===== src/rtl/crc32c_pkg.sv =====
//------------------------------------------------------------------------------
// Module      : crc32c_pkg
// Description : Shared CRC-32C constants, FSM encodings and the reflected
//               single-byte update function.
// Revision    : 1.0 - initial release
//------------------------------------------------------------------------------
`default_nettype none

package crc32c_pkg;

    localparam logic [31:0] CRC32C_POLY_REFL = 32'h82F63B78;
    localparam logic [31:0] CRC32C_RESIDUE   = 32'hB798B438;
    localparam logic [31:0] CRC32C_INIT_DEF  = 32'hFFFFFFFF;

    localparam logic [0:0] c_st_idle  = 1'b0;
    localparam logic [0:0] c_st_accum = 1'b1;

    // Reflected update: the byte enters at the register LSB, one shift per bit.
    function automatic logic [31:0] crc32c_byte(input logic [31:0] crc,
                                                input logic [7:0]  data);
        logic [31:0] r;
        r = crc ^ {24'h000000, data};
        for (int i = 0; i < 8; i++) begin
            r = r[0] ? ((r >> 1) ^ CRC32C_POLY_REFL) : (r >> 1);
        end
        return r;
    endfunction

endpackage

`default_nettype wire


===== src/rtl/crc32c_bytes_comb.sv =====
//------------------------------------------------------------------------------
// Module      : crc32c_bytes_comb
// Description : Combinational chain of NBYTES byte steps; exposes the CRC after
//               every byte so a partial last beat can pick its tap.
// Revision    : 1.0 - initial release
//------------------------------------------------------------------------------
`default_nettype none

module crc32c_bytes_comb
    import crc32c_pkg::*;
#(
    parameter int DATA_W = 32,
    localparam int NBYTES = DATA_W / 8
) (
    input  logic [31:0]          crc_in,
    input  logic [DATA_W-1:0]    data,
    output logic [NBYTES*32-1:0] crc_steps
);

    logic [31:0] w_chain [0:NBYTES];

    assign w_chain[0] = crc_in;

    // Slice k of crc_steps holds the CRC after bytes 0..k.
    generate
        for (genvar i = 0; i < NBYTES; i++) begin : g_byte
            assign w_chain[i+1]         = crc32c_byte(w_chain[i], data[8*i +: 8]);
            assign crc_steps[32*i +: 32] = w_chain[i+1];
        end
    endgenerate

endmodule

`default_nettype wire


===== src/rtl/crc32c_stream.sv =====
//------------------------------------------------------------------------------
// Module      : crc32c_stream
// Description : Streaming CRC-32C engine with partial last beat and registered
//               valid/ready result. Define CRC32C_CHECK_EN to add m_good.
// Revision    : 1.0 - initial release
//------------------------------------------------------------------------------
`default_nettype none

module crc32c_stream
    import crc32c_pkg::*;
#(
    parameter int          DATA_W = 32,
    parameter logic [31:0] INIT   = CRC32C_INIT_DEF,
    parameter logic [31:0] XOROUT = 32'hFFFFFFFF,
    localparam int NBYTES = DATA_W / 8,
    localparam int CNT_W  = $clog2(NBYTES) + 1
) (
    input  logic              clk,
    input  logic              rst,
    input  logic              s_valid,
    output logic              s_ready,
    input  logic [DATA_W-1:0] s_data,
    input  logic              s_sop,
    input  logic              s_eop,
    input  logic [CNT_W-1:0]  s_bytes,
    output logic              m_valid,
    input  logic              m_ready,
    output logic [31:0]       m_crc
`ifdef CRC32C_CHECK_EN
    ,
    output logic              m_good
`endif
);

    localparam logic [CNT_W-1:0] c_nbytes = CNT_W'(NBYTES);

    logic [0:0]          r_state;
    logic [0:0]          w_state_next;
    logic [31:0]         r_crc;
    logic                w_accept;
    logic [31:0]         w_base;
    logic [NBYTES*32-1:0] w_steps;
    logic [31:0]         w_full;
    logic [31:0]         w_part;
    logic [CNT_W-1:0]    w_eff;

    crc32c_bytes_comb #(
        .DATA_W (DATA_W)
    ) u_chain (
        .crc_in    (w_base),
        .data      (s_data),
        .crc_steps (w_steps)
    );

    // State register
    always_ff @(posedge clk) begin
        if (rst) begin
            r_state <= c_st_idle;
        end else begin
            r_state <= w_state_next;
        end
    end

    // Next-state logic
    always_comb begin
        w_state_next = r_state;
        if (w_accept) begin
            w_state_next = s_eop ? c_st_idle : c_st_accum;
        end
    end

    // Output / datapath control
    always_comb begin
        s_ready  = ~m_valid | m_ready;
        w_accept = s_valid & s_ready;
        // A beat arriving with no packet open starts one implicitly.
        w_base   = (s_sop || (r_state == c_st_idle)) ? INIT : r_crc;
    end

    // Out-of-range byte counts collapse to a full beat.
    always_comb begin
        w_eff = s_bytes;
        if ((s_bytes == '0) || (s_bytes > c_nbytes)) begin
            w_eff = c_nbytes;
        end
    end

    always_comb begin
        w_full = w_steps[32*(NBYTES-1) +: 32];
        w_part = w_full;
        for (int k = 1; k <= NBYTES; k++) begin
            if (w_eff == CNT_W'(k)) begin
                w_part = w_steps[32*(k-1) +: 32];
            end
        end
    end

    always_ff @(posedge clk) begin
        if (rst) begin
            r_crc <= INIT;
        end else if (w_accept) begin
            r_crc <= s_eop ? INIT : w_full;
        end
    end

    always_ff @(posedge clk) begin
        if (rst) begin
            m_valid <= 1'b0;
            m_crc   <= 32'h00000000;
        end else if (w_accept && s_eop) begin
            m_valid <= 1'b1;
            m_crc   <= w_part ^ XOROUT;
        end else if (m_ready) begin
            m_valid <= 1'b0;
        end
    end

`ifdef CRC32C_CHECK_EN
    always_ff @(posedge clk) begin
        if (rst) begin
            m_good <= 1'b0;
        end else if (w_accept && s_eop) begin
            m_good <= (w_part == CRC32C_RESIDUE);
        end
    end
`endif

endmodule

`default_nettype wire


===== config.mk =====
export PLATFORM = sky130hd
export DESIGN_NAME = crc32c_stream
export DESIGN_NICKNAME = d
export VERILOG_FILES = /design/src/rtl/crc32c_pkg.sv /design/src/rtl/crc32c_bytes_comb.sv /design/src/rtl/crc32c_stream.sv
export SDC_FILE = /design/constraint.sdc
export NUM_CORES = 1
export LEC_CHECK = 0
export CAP_MARGIN = 40
export CORE_MARGIN = 2
export CORE_UTILIZATION = 55
export CTS_BUF_LIST = sky130_fd_sc_hd__clkbuf_4 sky130_fd_sc_hd__clkbuf_8
export DETAILED_ROUTE_END_ITERATION = 8
export GPL_ROUTABILITY_DRIVEN = 0
export PLACE_DENSITY = 0.76
export SLEW_MARGIN = 10
export SYNTH_ARGS = -nofsm -noshare
export SYNTH_HDL_FRONTEND = slang
export SYNTH_SLANG_ARGS = --single-unit
export TNS_END_PERCENT = 100

===== constraint.sdc =====
create_clock -name clk -period 8.8 [get_ports clk]
set_clock_uncertainty 0.2 [all_clocks]
set_input_delay 1.32 -clock clk [delete_from_list [all_inputs] [get_ports clk]]
set_output_delay 1.32 -clock clk [all_outputs]
set_load 0.02 [all_outputs]

==> out/results.txt <==
run status: completed
final critical path time including I/O delays and setup: 7.701 ns
number of buffer cells added on primary ports: 74
router iterations before antenna repair: 7
die height: 129.3 um
worst max-slew margin expressed relative to the limit: 43.22%
Synth cell types: 53
total of hold buffers inserted after clock tree synthesis: 0
starting density of the core: 56.61%
type of element capturing the critical path: register
largest net degree at the start of global routing: 54
peak clock frequency supported by timing: 129.9 MHz
clock tree from TritonCTS: built
placeable core region: 15260 um2
number of placement rows: 45
average wire length per cell after detail routing: 24.23 um
drt first-iter violations: 1033
Min-Delay Endpoint: m_crc[9]
wire length of the first global-routing pass: 42.92 mm
synthesized flop and latch total: 66
GR Util All Layers: 35.20%
die area: 16720 um2
netlist area before placement: 8637 um2
total via count in the routed design: 7192
die boundary width: 129.3 um
via/cell ratio: 6.069
number of setup buffers added after CTS: 0
via count of the first global-routing pass: 7045
crit-path most repeated cell: sky130_fd_sc_hd__xor2_1
most common cell after layout, fill and taps aside: sky130_fd_sc_hd__xnor2_1
Final Max Tran Viols: 0
slew at the pin closest to its max-slew limit: 0.8456 ns
crit share post-route: 87.51%
root buf cell: sky130_fd_sc_hd__clkbuf_8
cells along the critical path: clkdlybuf4s50_1 -> nand2b_1 -> buf_4 -> nor2_1 -> xor2_1 -> xnor3_1 -> xnor2_2 -> xnor3_1 -> xor2_4 -> xnor3_1 -> xor2_1 -> xor2_1 -> xnor2_1 -> xnor2_1 -> xor2_1 -> o32a_1
fraction of layout instances using a drive strength above 1: 10.27%
number of buffers added by the clock tree synthesis step: 9
worst hold start: m_crc[9]
initial antenna violation count: 0
Worst path max stage delay: 0.74 ns
placed wire-length estimate after detailed placement: 22.58 mm
number of top-level pins: 75
sinks on the clock net: 66
worst hold path cell count: 2
hold violation count in the final report: 0
number of buffers between clock root and the deepest sink: 2
post-route antenna net violation count: 0
worst hold-check path type: reg -> reg
Total Routed Length: 28.71 mm
total DRC errors in the routed layout: 0
synthesized area divided by synthesized cell count: 9.470 um2
unrepaired setup endpoints after global routing: no
CP Data Arrival Time: 7.75 ns
sequential cell area fraction in the yosys report: 15.30%
Max-Cap Viols: 0
count of antenna diodes in the layout: 0
startpoint of the worst register-to-register path: r_crc[2]
H-tree levels: 3
number of resized instances in the post-cts repair step: 0
clock latency on the worst-skew pair: 0.37 ns
number of nets in the layout: 1011
clock-pin slew on the worst setup and hold paths: 0.07 ns
Setup Crit Path Kind: in -> reg
Net Count, Synth: 954
flop2flop setup slack: 2.20 ns
CP max FO: 20
critical path launch point type: input pin
fraction of the core area covered by cells at the end of the flow: 64.26%
count of cells along the worst register-to-register path: 15
global-route congestion overflow total: 0
top library cells by usage in the layout, fill and taps aside: sky130_fd_sc_hd__xnor2_1, sky130_fd_sc_hd__nor2_1, sky130_fd_sc_hd__xor2_1
number of synthesized flops with an enable pin: 0
required time reported for the critical path endpoint: 8.85 ns
most instantiated flip-flop cell in the synthesis netlist: sky130_fd_sc_hd__dfxtp_1
end of the worst register-to-register path: m_crc[4]
instance count of the mapped netlist: 912
signed area change from the synthesized netlist to the final layout: 13.53%
Final setup violation count: 0
final total negative setup slack: 0 ns
fraction of synthesis flops using an asynchronous set or reset pin: 0%
synth warn: 0
highest-delay cell along the critical path: sky130_fd_sc_hd__xnor3_1
-- final cells by class --
class	instances	area [um2]
clock buffers	9	123.9
fillers	1277	5453
flip-flops and latches	66	1321
multi-input cells	795	7098
repair buffers	95	898.4
clock inverters	7	92.59
inverters	2	7.507
well taps	211	264.0
-- through the flow --
stage	std cells	hold slack (ns)	cell area [um2]	setup slack (ns)
after global routing	1185	0.2702	9806	0.8210
final	1185	0.2467	9806	1.099
after floorplan	912	0.2660	8637	2.345
after global placement	1166	0.2327	9567	1.079
after detailed placement	1168	0.2334	9582	0.8537
after CTS	1184	0.2494	9798	1.193
-- flip-flops by register name, summed over array words and instances, names as in the netlist --
register,cells
m_crc,32
m_valid,1
r_crc,32
r_state,1
-- cell usage after synthesis (8+ instances only) --
library cell	count	area, um2
sky130_fd_sc_hd__clkbuf_1	35	131.4
sky130_fd_sc_hd__o21ai_0	48	240.2
sky130_fd_sc_hd__xor2_1	75	656.9
sky130_fd_sc_hd__dfxtp_1	66	1321
sky130_fd_sc_hd__xnor3_1	63	1419
sky130_fd_sc_hd__a21oi_1	65	325.3
sky130_fd_sc_hd__or2_2	13	81.33
sky130_fd_sc_hd__xnor2_1	246	2155
sky130_fd_sc_hd__xor2_2	8	130.1
sky130_fd_sc_hd__xnor2_2	14	227.7
sky130_fd_sc_hd__o221ai_1	17	148.9
sky130_fd_sc_hd__nor2_1	90	337.8
sky130_fd_sc_hd__nand2_1	56	210.2
sky130_fd_sc_hd__nand2b_1	10	62.56
-- worst max-delay path, delay by kind of cell --
family / cells / cell delay, ns
compound gates: 1 / 0.37
xor+xnor: 11 / 4.54
buf+inv: 2 / 0.85
simple gates: 2 / 0.64
-- per-layer routing --
layer / track usage, % / routed length [um] / vias up
met1: 46.29 / 11120 / 3380
met3: 8.092 / 3141 / 125
met2: 53.03 / 12480 / 532
li1: - / - / 3155
met5: 0 / 0 / -
met4: 20.91 / 1966 / 0
-- how the worst max path moves through the flow --
stage | depth (start not counted) | endpoint | from | slack, ns
floorplan | 16 | m_crc[6] | s_data[2] | 2.34
global placement | 16 | m_crc[20] | s_sop | 1.08
detailed placement | 16 | m_crc[20] | s_sop | 0.85
CTS | 16 | m_crc[20] | s_sop | 1.19
global route | 16 | m_crc[6] | s_sop | 0.82
finish | 16 | m_crc[20] | s_sop | 1.10
-- cell families after synthesis --
family,count (synthesis),share of synthesized area (%)
XOR/XNOR,429,59.84
AND/OR/NAND/NOR,198,10.37
AO/OA/AOI/OAI,167,11.60
flip-flops,66,15.30
buffers and inverters,51,2.738
adder cells (fa/ha/maj),1,0.1448
Power is not shown: default switching activity piles up to over one toggle a cycle in this logic, so the estimate is an artifact.
